[src/rtl/if_fetch_queue.sv]
// if_fetch_queue: sequential instruction fetch with a small {pc, inst} FIFO and redirect/drop handling
module if_fetch_queue #(
    parameter logic [31:0] RESET_PC = 32'h0000_0000,
    parameter int          DEPTH    = 4
) (
    input  logic        clk,
    input  logic        rst,
    output logic        mem_read,
    output logic [31:0] mem_addr,
    input  logic        mem_stall,
    input  logic [31:0] mem_rdata,
    output logic        dec_valid,
    output logic [31:0] dec_inst,
    output logic [31:0] dec_pc,
    input  logic        dec_ready,
    input  logic        redir_valid,
    input  logic [31:0] redir_pc
);
    localparam int PW = $clog2(DEPTH);
    localparam logic [PW:0] FULL = (PW+1)'(DEPTH);
    typedef enum logic {FETCH, DROP} state_t;
    state_t      r_state, w_state_nxt;
    logic [31:0] r_fetch_pc, r_hold;
    logic [31:0] r_pc_q [DEPTH];
    logic [31:0] r_inst_q [DEPTH];
    logic [PW-1:0] r_wp, r_rp;
    logic [PW:0] r_cnt;
    logic        w_acc, w_push, w_pop;
    logic [31:0] w_redir;
    assign w_redir   = redir_pc & ~32'd3;
    assign w_acc     = mem_read && !mem_stall;
    assign w_push    = r_state == FETCH && w_acc && !redir_valid;
    assign w_pop     = dec_valid && dec_ready;
    assign dec_valid = r_cnt != '0;
    assign dec_inst  = dec_valid ? r_inst_q[r_rp] : 32'h0000_0013;
    assign dec_pc    = dec_valid ? r_pc_q[r_rp] : 32'h0;
    // Request generation: the count cannot grow without an accept, so mem_read stays stable while pending
    always_comb begin
        mem_read    = !rst && (r_state == DROP || r_cnt != FULL);
        mem_addr    = r_state == DROP ? r_hold : r_fetch_pc;
        w_state_nxt = r_state;
        if (r_state == FETCH && redir_valid && mem_read && mem_stall)
            w_state_nxt = DROP;
        else if (r_state == DROP && w_acc)
            w_state_nxt = FETCH;
    end
    // State register
    always_ff @(posedge clk) begin
        if (rst) r_state <= FETCH;
        else     r_state <= w_state_nxt;
    end
    // Fetch PC, FIFO pointers and count; a redirect flushes and overrides push/pop
    always_ff @(posedge clk) begin
        if (rst) begin
            r_fetch_pc <= RESET_PC;
            r_cnt      <= '0;
            r_wp       <= '0;
            r_rp       <= '0;
        end else if (redir_valid) begin
            r_fetch_pc <= w_redir;
            r_cnt      <= '0;
            r_wp       <= '0;
            r_rp       <= '0;
        end else begin
            if (w_push) r_fetch_pc <= r_fetch_pc + 32'd4;
            if (w_push) r_wp <= r_wp + PW'(1);
            if (w_pop)  r_rp <= r_rp + PW'(1);
            r_cnt <= r_cnt + {{PW{1'b0}}, w_push} - {{PW{1'b0}}, w_pop};
        end
    end
    // Capture the outstanding address so DROP can keep presenting it after fetch_pc moves
    always_ff @(posedge clk) begin
        if (r_state == FETCH) r_hold <= r_fetch_pc;
    end
    // FIFO storage, no reset needed since validity comes from the count
    always_ff @(posedge clk) begin
        if (w_push) begin
            r_pc_q[r_wp]   <= mem_addr;
            r_inst_q[r_wp] <= mem_rdata;
        end
    end
endmodule

[config.mk]
export PLATFORM = sky130hd
export DESIGN_NAME = if_fetch_queue
export DESIGN_NICKNAME = d
export VERILOG_FILES = /design/src/rtl/if_fetch_queue.sv
export SDC_FILE = /design/constraint.sdc
export NUM_CORES = 1
export LEC_CHECK = 0
export BUFFER_PORTS_ARGS = -buffer_cell sky130_fd_sc_hd__buf_2
export CORE_ASPECT_RATIO = 0.9
export CORE_UTILIZATION = 29
export DETAILED_ROUTE_END_ITERATION = 8
export PLACE_DENSITY = 0.55
export SETUP_SLACK_MARGIN = 0.3
export SYNTH_ARGS = -nofsm -noshare
export SYNTH_HDL_FRONTEND = slang
export SYNTH_SLANG_ARGS = --single-unit
[constraint.sdc]
create_clock -name clk -period 4.1 [get_ports clk]
set_clock_uncertainty 0.1 [all_clocks]
set_input_delay 0.41 -clock clk [delete_from_list [all_inputs] [get_ports clk]]
set_output_delay 0.41 -clock clk [all_outputs]
set_load 0.01 [all_outputs]
Yosys cells after proc, flatten, opt, wreduce, memory -nomap -nowiden
Memories as Yosys holds them, arrays and structs flattened. A register that Yosys moved wholly into a read port is not among the register bits.
Cells that the tools add are included.
{"block": "totals", "ff_bits": 72, "latch_bits": 0, "mem_bits_rw": 256, "mem_bits_ro": 0, "word_cells": 46, "n_memories": 2}
{"name": "r_inst_q", "words": 4, "width": 32, "rd": 1, "rd_clocked_by_memory_dff": 1, "wr": 1, "line": "25", "rtl": "logic [31:0] r_inst_q [DEPTH];"}
{"name": "r_pc_q", "words": 4, "width": 32, "rd": 1, "rd_clocked_by_memory_dff": 1, "wr": 1, "line": "24", "rtl": "logic [31:0] r_pc_q [DEPTH];"}
{"block": "classes", "add_sub_neg": 5, "n_mul": 0, "div": 0, "magnitude_cmp": 0, "n_eq_ne": 1, "n_shift": 0, "mux": 13, "n_bitwise": 1, "reduce_logical": 17}
{"cell": "$mux W32", "count": 5}
{"cell": "$add A32 B3 Y32 const B", "count": 1}
{"cell": "$logic_and A1 B1 Y1", "count": 9}
{"cell": "$mux W2", "count": 4}
{"cell": "$add A2 B1 Y2 const B", "count": 2}
{"cell": "$mux W1", "count": 4}
{"cell": "$reduce_bool A2 Y1", "count": 2}
{"cell": "$add A3 B1 Y3", "count": 1}
{"cell": "$logic_not A1 Y1", "count": 3}
{"cell": "$ne A3 B3 Y1 const B", "count": 1}
{"cell": "$reduce_bool A3 Y1", "count": 1}
{"cell": "$sub A3 B1 Y3", "count": 1}
{"cell": "$reduce_or A2 Y1", "count": 1}
{"cell": "$logic_or A1 B1 Y1", "count": 1}
{"cell": "$not A1 Y1", "count": 1}

Logic depth before layout (Yosys ltp)
Gate-level depths: netlist of run 1.
{"block": "logic_depth", "ltp_word": 8, "ltp_mapped": 13, "mapped_depth_nobuf": 11}

Worst setup path after synthesis of run 1
No wires, ideal clock.
{"block": "synth_timing", "path_type": "reg2reg", "start": "reg r_state", "end": "mem r_inst_q[0][0], enable pin", "setup_time_ns": 0.429, "arrival_ns": 2.743, "t_required_ns": 3.571, "slack_ns": 0.828, "stages_incl_launch_ff": 7, "path_buffers": 2, "path_cell_list": "dfxtp_1 clkbuf_1 nor3_1 buf_2 nand2_1 nor2_1 and2_1"}
{"block": "synth_via", "elab_chain_cells": 7, "elab_cells_between_ends": 8}
{"item": "start: declaration", "line": "22", "rtl": "state_t r_state, w_state_nxt;"}
{"item": "start signal: assignment", "line": "50", "rtl": "else r_state <= w_state_nxt;"}
{"item": "$logic_or A1 B1 Y1", "line": "39", "rtl": "mem_read = !rst && (r_state == DROP || r_cnt != FULL);"}
{"item": "$logic_and A1 B1 Y1", "line": "39"}
{"item": "$logic_and A1 B1 Y1", "line": "31", "rtl": "assign w_acc = mem_read && !mem_stall;"}
{"item": "$logic_and A1 B1 Y1 (*) (2 in series)", "line": "32", "rtl": "assign w_push = r_state == FETCH && w_acc && !redir_valid;"}
{"item": "$mux W1 (*)", "line": "77", "rtl": "if (w_push) begin"}
{"item": "$mux W1 (implied by the code) (*)", "line": "79", "rtl": "r_inst_q[r_wp] <= mem_rdata;"}
{"item": "end: declaration", "line": "25"}
Every way passes the cells marked *; elsewhere a longest branch is shown, timed or not.

==> flow_summary.ini, run 1 <==
[power]
p_leak_nw = 5.59
peakVddDrop_mv = 0.294
power_per_cell_area_nw_per_um2 = 464
p_total_mw = 7.46

[timing]
finalSetupViolCount = 0
worstMarginPinSlew_ns = 0.897
period_share = 0.747
max-slew-margin-rel = 0.396
whs_ns = 0.0475
drv_slew = 0
setup_tns_ns = 0
clock.fmax_mhz = 326
rsz0062_at_grt = false
hold_viol_final = 0
period_minus_slack_ns = 3.06

[worst_setup_path]
cp_cell_sequence = buf_4, mux4_2, and2_1, buf_2
r2r-end = r_cnt[2]$_SDFF_PP0_
critPathRequiredTime_ns = 3.59
crit_path_max_fanout = 26
rr_startpoint = r_cnt[1]$_SDFF_PP0_
cp.depth = 4
worst_r2r_path_depth = 10
arrival_ns = 2.55
end_kind = output port
path_delay_family = flip-flops
cpMaxStageDelayCell = dfxtp_4
reg2reg_slack_ns = 1.30
endpoint = dec_pc[12]
max_stage_delay_ns = 0.73
crit_buf_inv = 2
crit_path_start_kind = flop
critPathKind = reg2out

[route]
drc_errors = 0
vias = 7487
post_drt_via_cell_ratio = 4.69
firstDrtPassIters = 5
routed_wl_um = 31300
final_antenna_net_count = 0
routedWlPerCell_um = 19.6
drtIter0Drc = 350

[global_route]
grtUsageTotal = 0.140
grt_pass1_vias = 7701
overflow = 0
antenna_found_initial = 2
grt_max_degree = 64
grt_pass1_wl_um = 47400

[cells_and_area]
synthToLayoutAreaGrowth_pct = 24.4
n_fill_cell = 4224
layout_common_cells = 256 x edfxtp_1, 164 x buf_2, 69 x and2_1, 69 x dfxtp_1, 64 x mux4_2
final_nets = 1044
seq_area_um2 = 9140
drive_gt1_frac = 0.345
final_common_cell = edfxtp_1
multi_input_area_um2 = 3580
fin_util = 0.365

[clocking]
cts.sinks = 328
cts_resized = 0
clockBufferDepth = 3
cts_root_buf = clkbuf_16
clkLatencyLatePin_ns = 0.55
cts_tree = yes
ctsHoldBuffers = 37
cts_setup_buffers = 0
cts_buffers = 37
cts.reportedPaths.clkPinSlew_ns = 0.06
htreeDepth = 2

[placed_design]
io_buffers = 164
hpwl_um = 18800
gp_congestion = 0.746

[floorplan]
start_util = 0.294
coreArea_um2 = 44000
die_x_um = 225
io_pins = 167
die_h_um = 202
die_area_um2 = 45400
rows = 73

[logic_synthesis]
synth_top_area_frac = 0.595
ys_types = 52
yosys.area_share.simple = 0.0888
synth-xor-area-share = 0.00678
synthCells = 756
synthArstFlopShare = 0
synth_warnings = 0
synth_area_um2 = 12900
synth_mux_area_frac = 0.132
synth_area_leader_cell = edfxtp_1
syn-num-nets = 833
synth_edf_count = 256
ys_ff_latch = 328
synth_adder_area_share = 0.00832
avgSynthCellArea_um2 = 17.1
synth_top_family_by_area = multiplexers
yosysSeqAreaShare = 0.706
synth_top_flop_cell = edfxtp_1
synth_area_leaders = edfxtp_1 59%, dfxtp_1 11%, mux4_2 11%
synth_compound_area_frac = 0.0398

[outcome]
status = finished, final reports clean

[worst_hold_path]
hold_class = in2reg

[flow_run]
drv_cap = 0
-- how the worst min path moves through the flow --
stage,startpoint,endpoint,slack (ns),depth (start not counted)
2_1_floorplan,r_fetch_pc[30]$_SDFFE_PP0P_,r_fetch_pc[30]$_SDFFE_PP0P_,0.36,2
3_5_place_dp,r_wp[1]$_SDFFE_PP0P_,r_wp[1]$_SDFFE_PP0P_,0.39,2
6_report,redir_pc[10],r_fetch_pc[10]$_SDFFE_PP0P_,0.05,3
3_3_place_gp,r_wp[1]$_SDFFE_PP0P_,r_wp[1]$_SDFFE_PP0P_,0.39,2
5_1_grt,redir_pc[29],r_fetch_pc[29]$_SDFFE_PP0P_,0.03,3
4_1_cts,redir_pc[10],r_fetch_pc[10]$_SDFFE_PP0P_,0.01,3
-- registers in the layout (all words and copies together) (netlist names), named ones only --
signal      cells
r_fetch_pc     30
r_wp            2
r_hold         32
r_rp            2
r_state         1
r_pc_q        128
r_cnt           3
r_inst_q      128
-- cells by family after synthesis --
kind of cell	count (synthesis)
compound gates	67
xor+xnor	10
fa+ha+maj	8
buf+inv	58
flops	328
mux	88
simple gates	197
-- cell usage after synthesis, types with 2 or more instances --
cell type    n
a211oi_1     5
a21oi_1      4
a311oi_1    13
a31oi_1      3
a32oi_1      2
and2_1      73
and3_1       2
and4_1       8
and4_2       2
buf_1        2
buf_2        8
clkbuf_1    32
clkinv_1     2
dfxtp_1     72
edfxtp_1   256
ha_1         7
inv_1       12
mux2_2      24
mux4_2      64
nand2_1     19
nand2b_1     2
nand3_1     16
nand4_1     14
nor2_1      28
nor3_1       7
nor3b_1      2
nor4_1       4
o211ai_1     3
o21ai_0     11
o221a_2      3
o311a_1      2
o311ai_0     3
o31a_1       4
o31ai_1      6
o41ai_1      3
or2_2        6
or3_1        4
or4_1        6
xnor2_1      7
xor2_1       3
-- per-stage QoR --
stage,area [µm²],cells,setup slack [ns]
finish,16100,1598,1.04
global route,16100,1596,0.823
CTS,16100,1596,0.903
detailed placement,14500,1491,0.925
global placement,14500,1491,0.951
floorplan,12900,756,0.828
-- cell type report --
cell class,count,share of cell area
multi-input cells,370,0.223
well taps,600,0.0467
diodes,2,0.000311
clock buffers,50,0.0645
repair buffers,215,0.0837
clock inverters,18,0.0104
flip-flops and latches,328,0.568
inverters,15,0.00350
-- worst min-delay path, cell delays in order --
cell and delay [ns]:
buf_2 0.11, nand2_1 0.06, a31oi_1 0.06
-- power by group --
group          internal (mW)  switching, mW  total, mW
registers               3.67         0.0465       3.72
clock network           1.97           1.33       3.30
logic                  0.196          0.254      0.450
-- routing by layer --
layer,global-route usage,share of wire,up-vias
met1,0.197,0.48,3799
met5,0,0.00041,-
met2,0.214,0.45,210
met3,0.0295,0.051,47
met4,0.0479,0.022,2
li1,-,-,3429
(Power assumes the default switching activity.)
==> run 2, diff against run 1 <==
Settings changed: PLACE_DENSITY 0.55 to 0.56.
Clock period 4.1 ns to 2.61 ns, I/O delays scaled along.
==> flow_summary.ini, run 2 (synthesis results as in run 1) <==
[global_route]
overflow = 0
grt_pass1_wl_um = 49600
grt_pass1_vias = 8036
antenna_found_initial = 3
grtUsageTotal = 0.147
grt_max_degree = 64

[worst_setup_path]
critPathRequiredTime_ns = 2.25
max_stage_delay_ns = 0.49
endpoint = dec_inst[1]
rr_startpoint = r_cnt[2]$_SDFF_PP0_
crit_buf_inv = 3
r2r-end = r_cnt[2]$_SDFF_PP0_
reg2reg_slack_ns = 0.34
path_delay_family = multiplexers
cpMaxStageDelayCell = mux4_2
critPathKind = reg2out
cp.depth = 5
crit_path_max_fanout = 5
cp_cell_sequence = buf_12, buf_6, mux4_2, or2_2, buf_2
worst_r2r_path_depth = 11
crit_path_start_kind = flop
arrival_ns = 2.11
end_kind = output port

[placed_design]
gp_congestion = 0.766
placed_cell_area_um2 = 14700
io_buffers = 164
hpwl_um = 19400

[timing]
rsz0062_at_grt = true
setup_tns_ns = 0
max-slew-margin-rel = 0.559
drv_slew = 0
worstMarginPinSlew_ns = 0.661
hold_viol_final = 0
period_share = 0.947
finalSetupViolCount = 0
period_minus_slack_ns = 2.47
clock.fmax_mhz = 405

[floorplan]
die_area_um2 = 45400
io_pins = 167
die_x_um = 225
rows = 73
die_h_um = 202
coreArea_um2 = 44000
start_util = 0.294

[clocking]
cts_tree = yes
cts_root_buf = clkbuf_16
htreeDepth = 2
clockBufferDepth = 3
cts_buffers = 38
cts.reportedPaths.clkPinSlew_ns = 0.06
clkLatencyLatePin_ns = 0.54
cts.sinks = 328

[cells_and_area]
drive_gt1_frac = 0.412
final_common_cell = edfxtp_1
stdcell_area_um2 = 17400
layout_common_cells = 256 x edfxtp_1, 128 x buf_2, 68 x dfxtp_1, 64 x mux4_2, 63 x dlygate4sd3_1
final_nets = 1119
synthToLayoutAreaGrowth_pct = 34.9
reg.largest.list = r_inst_q: 128 flops, r_pc_q: 128 flops, r_hold: 32 flops

[power]
peakVddDrop_mv = 0.434
p_total_mw = 12.2
power_per_cell_area_nw_per_um2 = 699
p_leak_nw = 6.14

[route]
routedWlPerCell_um = 19.7
post_drt_via_cell_ratio = 4.66
vias = 7785
drtIter0Drc = 465
routed_wl_um = 32800
firstDrtPassIters = 5
drc_errors = 0
final_antenna_net_count = 0

[flow_run]
drv_cap = 0

[outcome]
status = finished, final reports clean

[worst_hold_path]
hold_class = in2reg
hold_depth = 3
-- run 2: area by class of cell --
type                            instances  area (µm²)
Antenna cell                            1        2.50
Clock buffer                           44         995
Clock inverter                         22         277
Fill cell                            4098       26600
Inverter                               15        57.6
Multi-Input combinational cell        370        3740
Sequential cell                       328        9140
Tap cell                              600         751
Timing Repair Buffer                  289        2470
-- run 2: power breakdown --
part	internal, mW	total, mW	leakage (nW)	switching (mW)
sequential	5.77	5.84	2.92	0.0728
clock	3.33	5.45	0.613	2.12
combinational	0.445	0.894	2.60	0.448
total	9.54	12.2	6.14	2.64
-- run 2: worst min path at each step --
stage	start	end	slack, ns
floorplan	mem_rdata[0]	r_inst_q[0][0]$_DFFE_PP_	0.26
global placement	mem_rdata[7]	r_inst_q[3][7]$_DFFE_PP_	0.38
detailed placement	mem_rdata[22]	r_inst_q[1][22]$_DFFE_PP_	0.38
CTS	redir_pc[30]	r_fetch_pc[30]$_SDFFE_PP0P_	0.05
global route	redir_pc[30]	r_fetch_pc[30]$_SDFFE_PP0P_	0.07
finish	redir_pc[30]	r_fetch_pc[30]$_SDFFE_PP0P_	0.08
-- run 2: timing repair --
| item | CTS | global route |
|---|---|---|
| buffers inserted | 9 | 11 |
| endpoints found under the hold margin | 160 | 0 |
| setup endpoints to repair | 92 | 96 |
| pin swaps | 1 | 4 |
| gates resized for setup | 65 | 37 |
| hold buffers | 63 | 0 |
| gates cloned | 7 | 0 |
-- run 2: routing by layer --
metal / up-vias / wire length [µm] / track usage
met2: 214 / 15000 / 0.227
met1: 3953 / 15400 / 0.205
met4: 2 / 692 / 0.0488
met3: 42 / 1710 / 0.0317
met5: - / 13 / 0
li1: 3574 / - / -
-- run 2: worst min-delay path, cell delays in order --
cell and delay, ns:
buf_2 0.09, o21ai_0 0.11, a311oi_1 0.20
-- run 2: metrics by stage --
stage               setup slack, ns   util  instances  hold WS, ns
finish                        0.139  0.396       1669       0.0812
global route                 0.0591  0.396       1668       0.0719
CTS                          0.0916  0.391       1657       0.0463
detailed placement            0.169  0.335       1512        0.384
global placement              0.195  0.335       1512        0.378
floorplan                     0.307      -        756        0.260
==> run 3, diff against run 2 <==
Settings changed: CELL_PAD_IN_SITES_DETAIL_PLACEMENT from default to 2, CELL_PAD_IN_SITES_GLOBAL_PLACEMENT from default to 2, PLACE_DENSITY 0.56 to 0.69.
==> flow_summary.ini, run 3 (synthesis results as in run 1) <==
[outcome]
status = finished, final reports clean

[floorplan]
die_area_um2 = 45400
coreArea_um2 = 44000
start_util = 0.294
rows = 73
io_pins = 167
die_h_um = 202
die_x_um = 225

[route]
routed_wl_um = 38000
vias = 7977
drtIter0Drc = 329
routedWlPerCell_um = 22.6
drc_errors = 0
firstDrtPassIters = 4
final_antenna_net_count = 0
post_drt_via_cell_ratio = 4.75

[cells_and_area]
final_nets = 1126
synthToLayoutAreaGrowth_pct = 34.9
n_fill_cell = 4317
drive_gt1_frac = 0.402
fin_util = 0.396
multi_input_area_um2 = 3740
layout_common_cells = 256 x edfxtp_1, 140 x buf_2, 66 x dfxtp_1, 64 x mux4_2, 63 x dlygate4sd3_1
final_common_cell = edfxtp_1
reg.largest.list = r_inst_q: 128 flops, r_pc_q: 128 flops, r_hold: 32 flops
seq_area_um2 = 9150

[worst_setup_path]
critPathRequiredTime_ns = 2.25
arrival_ns = 2.14
max_stage_delay_ns = 0.50
cp_cell_sequence = buf_6, buf_16, buf_6, mux4_2, and2_4, buf_6
reg2reg_slack_ns = 0.37
cpMaxStageDelayCell = mux4_2
crit_path_start_kind = flop
critPathKind = reg2out
crit_buf_inv = 4
critPathMostFrequentCell = buf_6
crit_path_max_fanout = 5
end_kind = output port
path_delay_family = multiplexers

[placed_design]
gp_congestion = 0.717
hpwl_um = 22300
io_buffers = 164

[timing]
setup_tns_ns = 0
max-slew-margin-rel = 0.612
finalSetupViolCount = 0
whs_ns = 0.0646
clock.fmax_mhz = 400
drv_slew = 0
period_minus_slack_ns = 2.50
hold_viol_final = 0
rsz0062_at_grt = true
period_share = 0.957
worstMarginPinSlew_ns = 0.581

[clocking]
cts_buffers = 39
cts.sinks = 328
htreeDepth = 2
clkLatencyLatePin_ns = 0.54
cts_root_buf = clkbuf_16
cts_tree = yes
cts.reportedPaths.clkPinSlew_ns = 0.06
clockBufferDepth = 3

[global_route]
grtUsageMet1 = 0.225
grt_pass1_wl_um = 57000
overflow = 0
gr-usage-met2 = 0.284
grt_use_met3 = 0.0315
grtUsageTotal = 0.169
grt_max_degree = 64
antenna_found_initial = 2
grt_pass1_vias = 8782
busiest_layer = met2

[power]
p_leak_nw = 6.15
power_per_cell_area_nw_per_um2 = 690
peakVddDrop_mv = 0.473

[flow_run]
drv_cap = 0

[worst_hold_path]
hold_class = in2reg
[run 3: final cells by class]
class	instances	share of cell area
Antenna cell	1	0.000144
Clock inverter	21	0.0117
Multi-Input combinational cell	370	0.214
Clock buffer	49	0.0581
Inverter	15	0.00330
Timing Repair Buffer	295	0.145
Sequential cell	328	0.525
Tap cell	600	0.0431
[run 3: power by group]
group / switching, mW / total [mW] / internal [mW]
clock: 2.14 / 5.29 / 3.14
sequential: 0.0719 / 5.84 / 5.77
combinational: 0.470 / 0.895 / 0.425
total: 2.68 / 12.0 / 9.34
[run 3: what timing repair did]
item                       CTS  global route
cloned                       4             0
gates resized for setup     49            34
hold buffers                63             0
hold endpoints to repair   159             0
setup endpoints to repair   99            79
pin swaps                    1             9
buffers inserted            24             4
[run 3: worst min-delay path, stage by stage]
cell and delay, ns:
buf_2 0.11, nand3_1 0.09, xor2_1 0.07, nor2_1 0.12
[run 3: through the flow]
step	cells	total power, mW	area, µm²	setup WS [ns]
2_1_floorplan	756	6.31	13000	0.307
3_3_place_gp	1513	6.66	14800	0.210
3_5_place_dp	1513	6.68	14800	0.184
4_1_cts	1674	12.2	17300	0.0995
5_1_grt	1679	12.5	17400	0.0322
6_report	1679	12.0	17400	0.113
[run 3: worst paths after layout]
check             cells after the start            startpoint                    to
setup / recovery                      6                  flop          dec_inst[17]
hold / removal                        4             dec_ready  r_rp[1]$_SDFFE_PP0P_
setup reg to reg                     11   r_cnt[2]$_SDFF_PP0_   r_cnt[2]$_SDFF_PP0_
hold reg to reg                       2  r_wp[1]$_SDFFE_PP0P_  r_wp[1]$_SDFFE_PP0P_
[run 3: layer usage]
layer,up-vias,part of all wire
met3,50,0.042
met5,-,0.00029
met1,4159,0.45
li1,3585,-
met4,2,0.018
met2,181,0.49
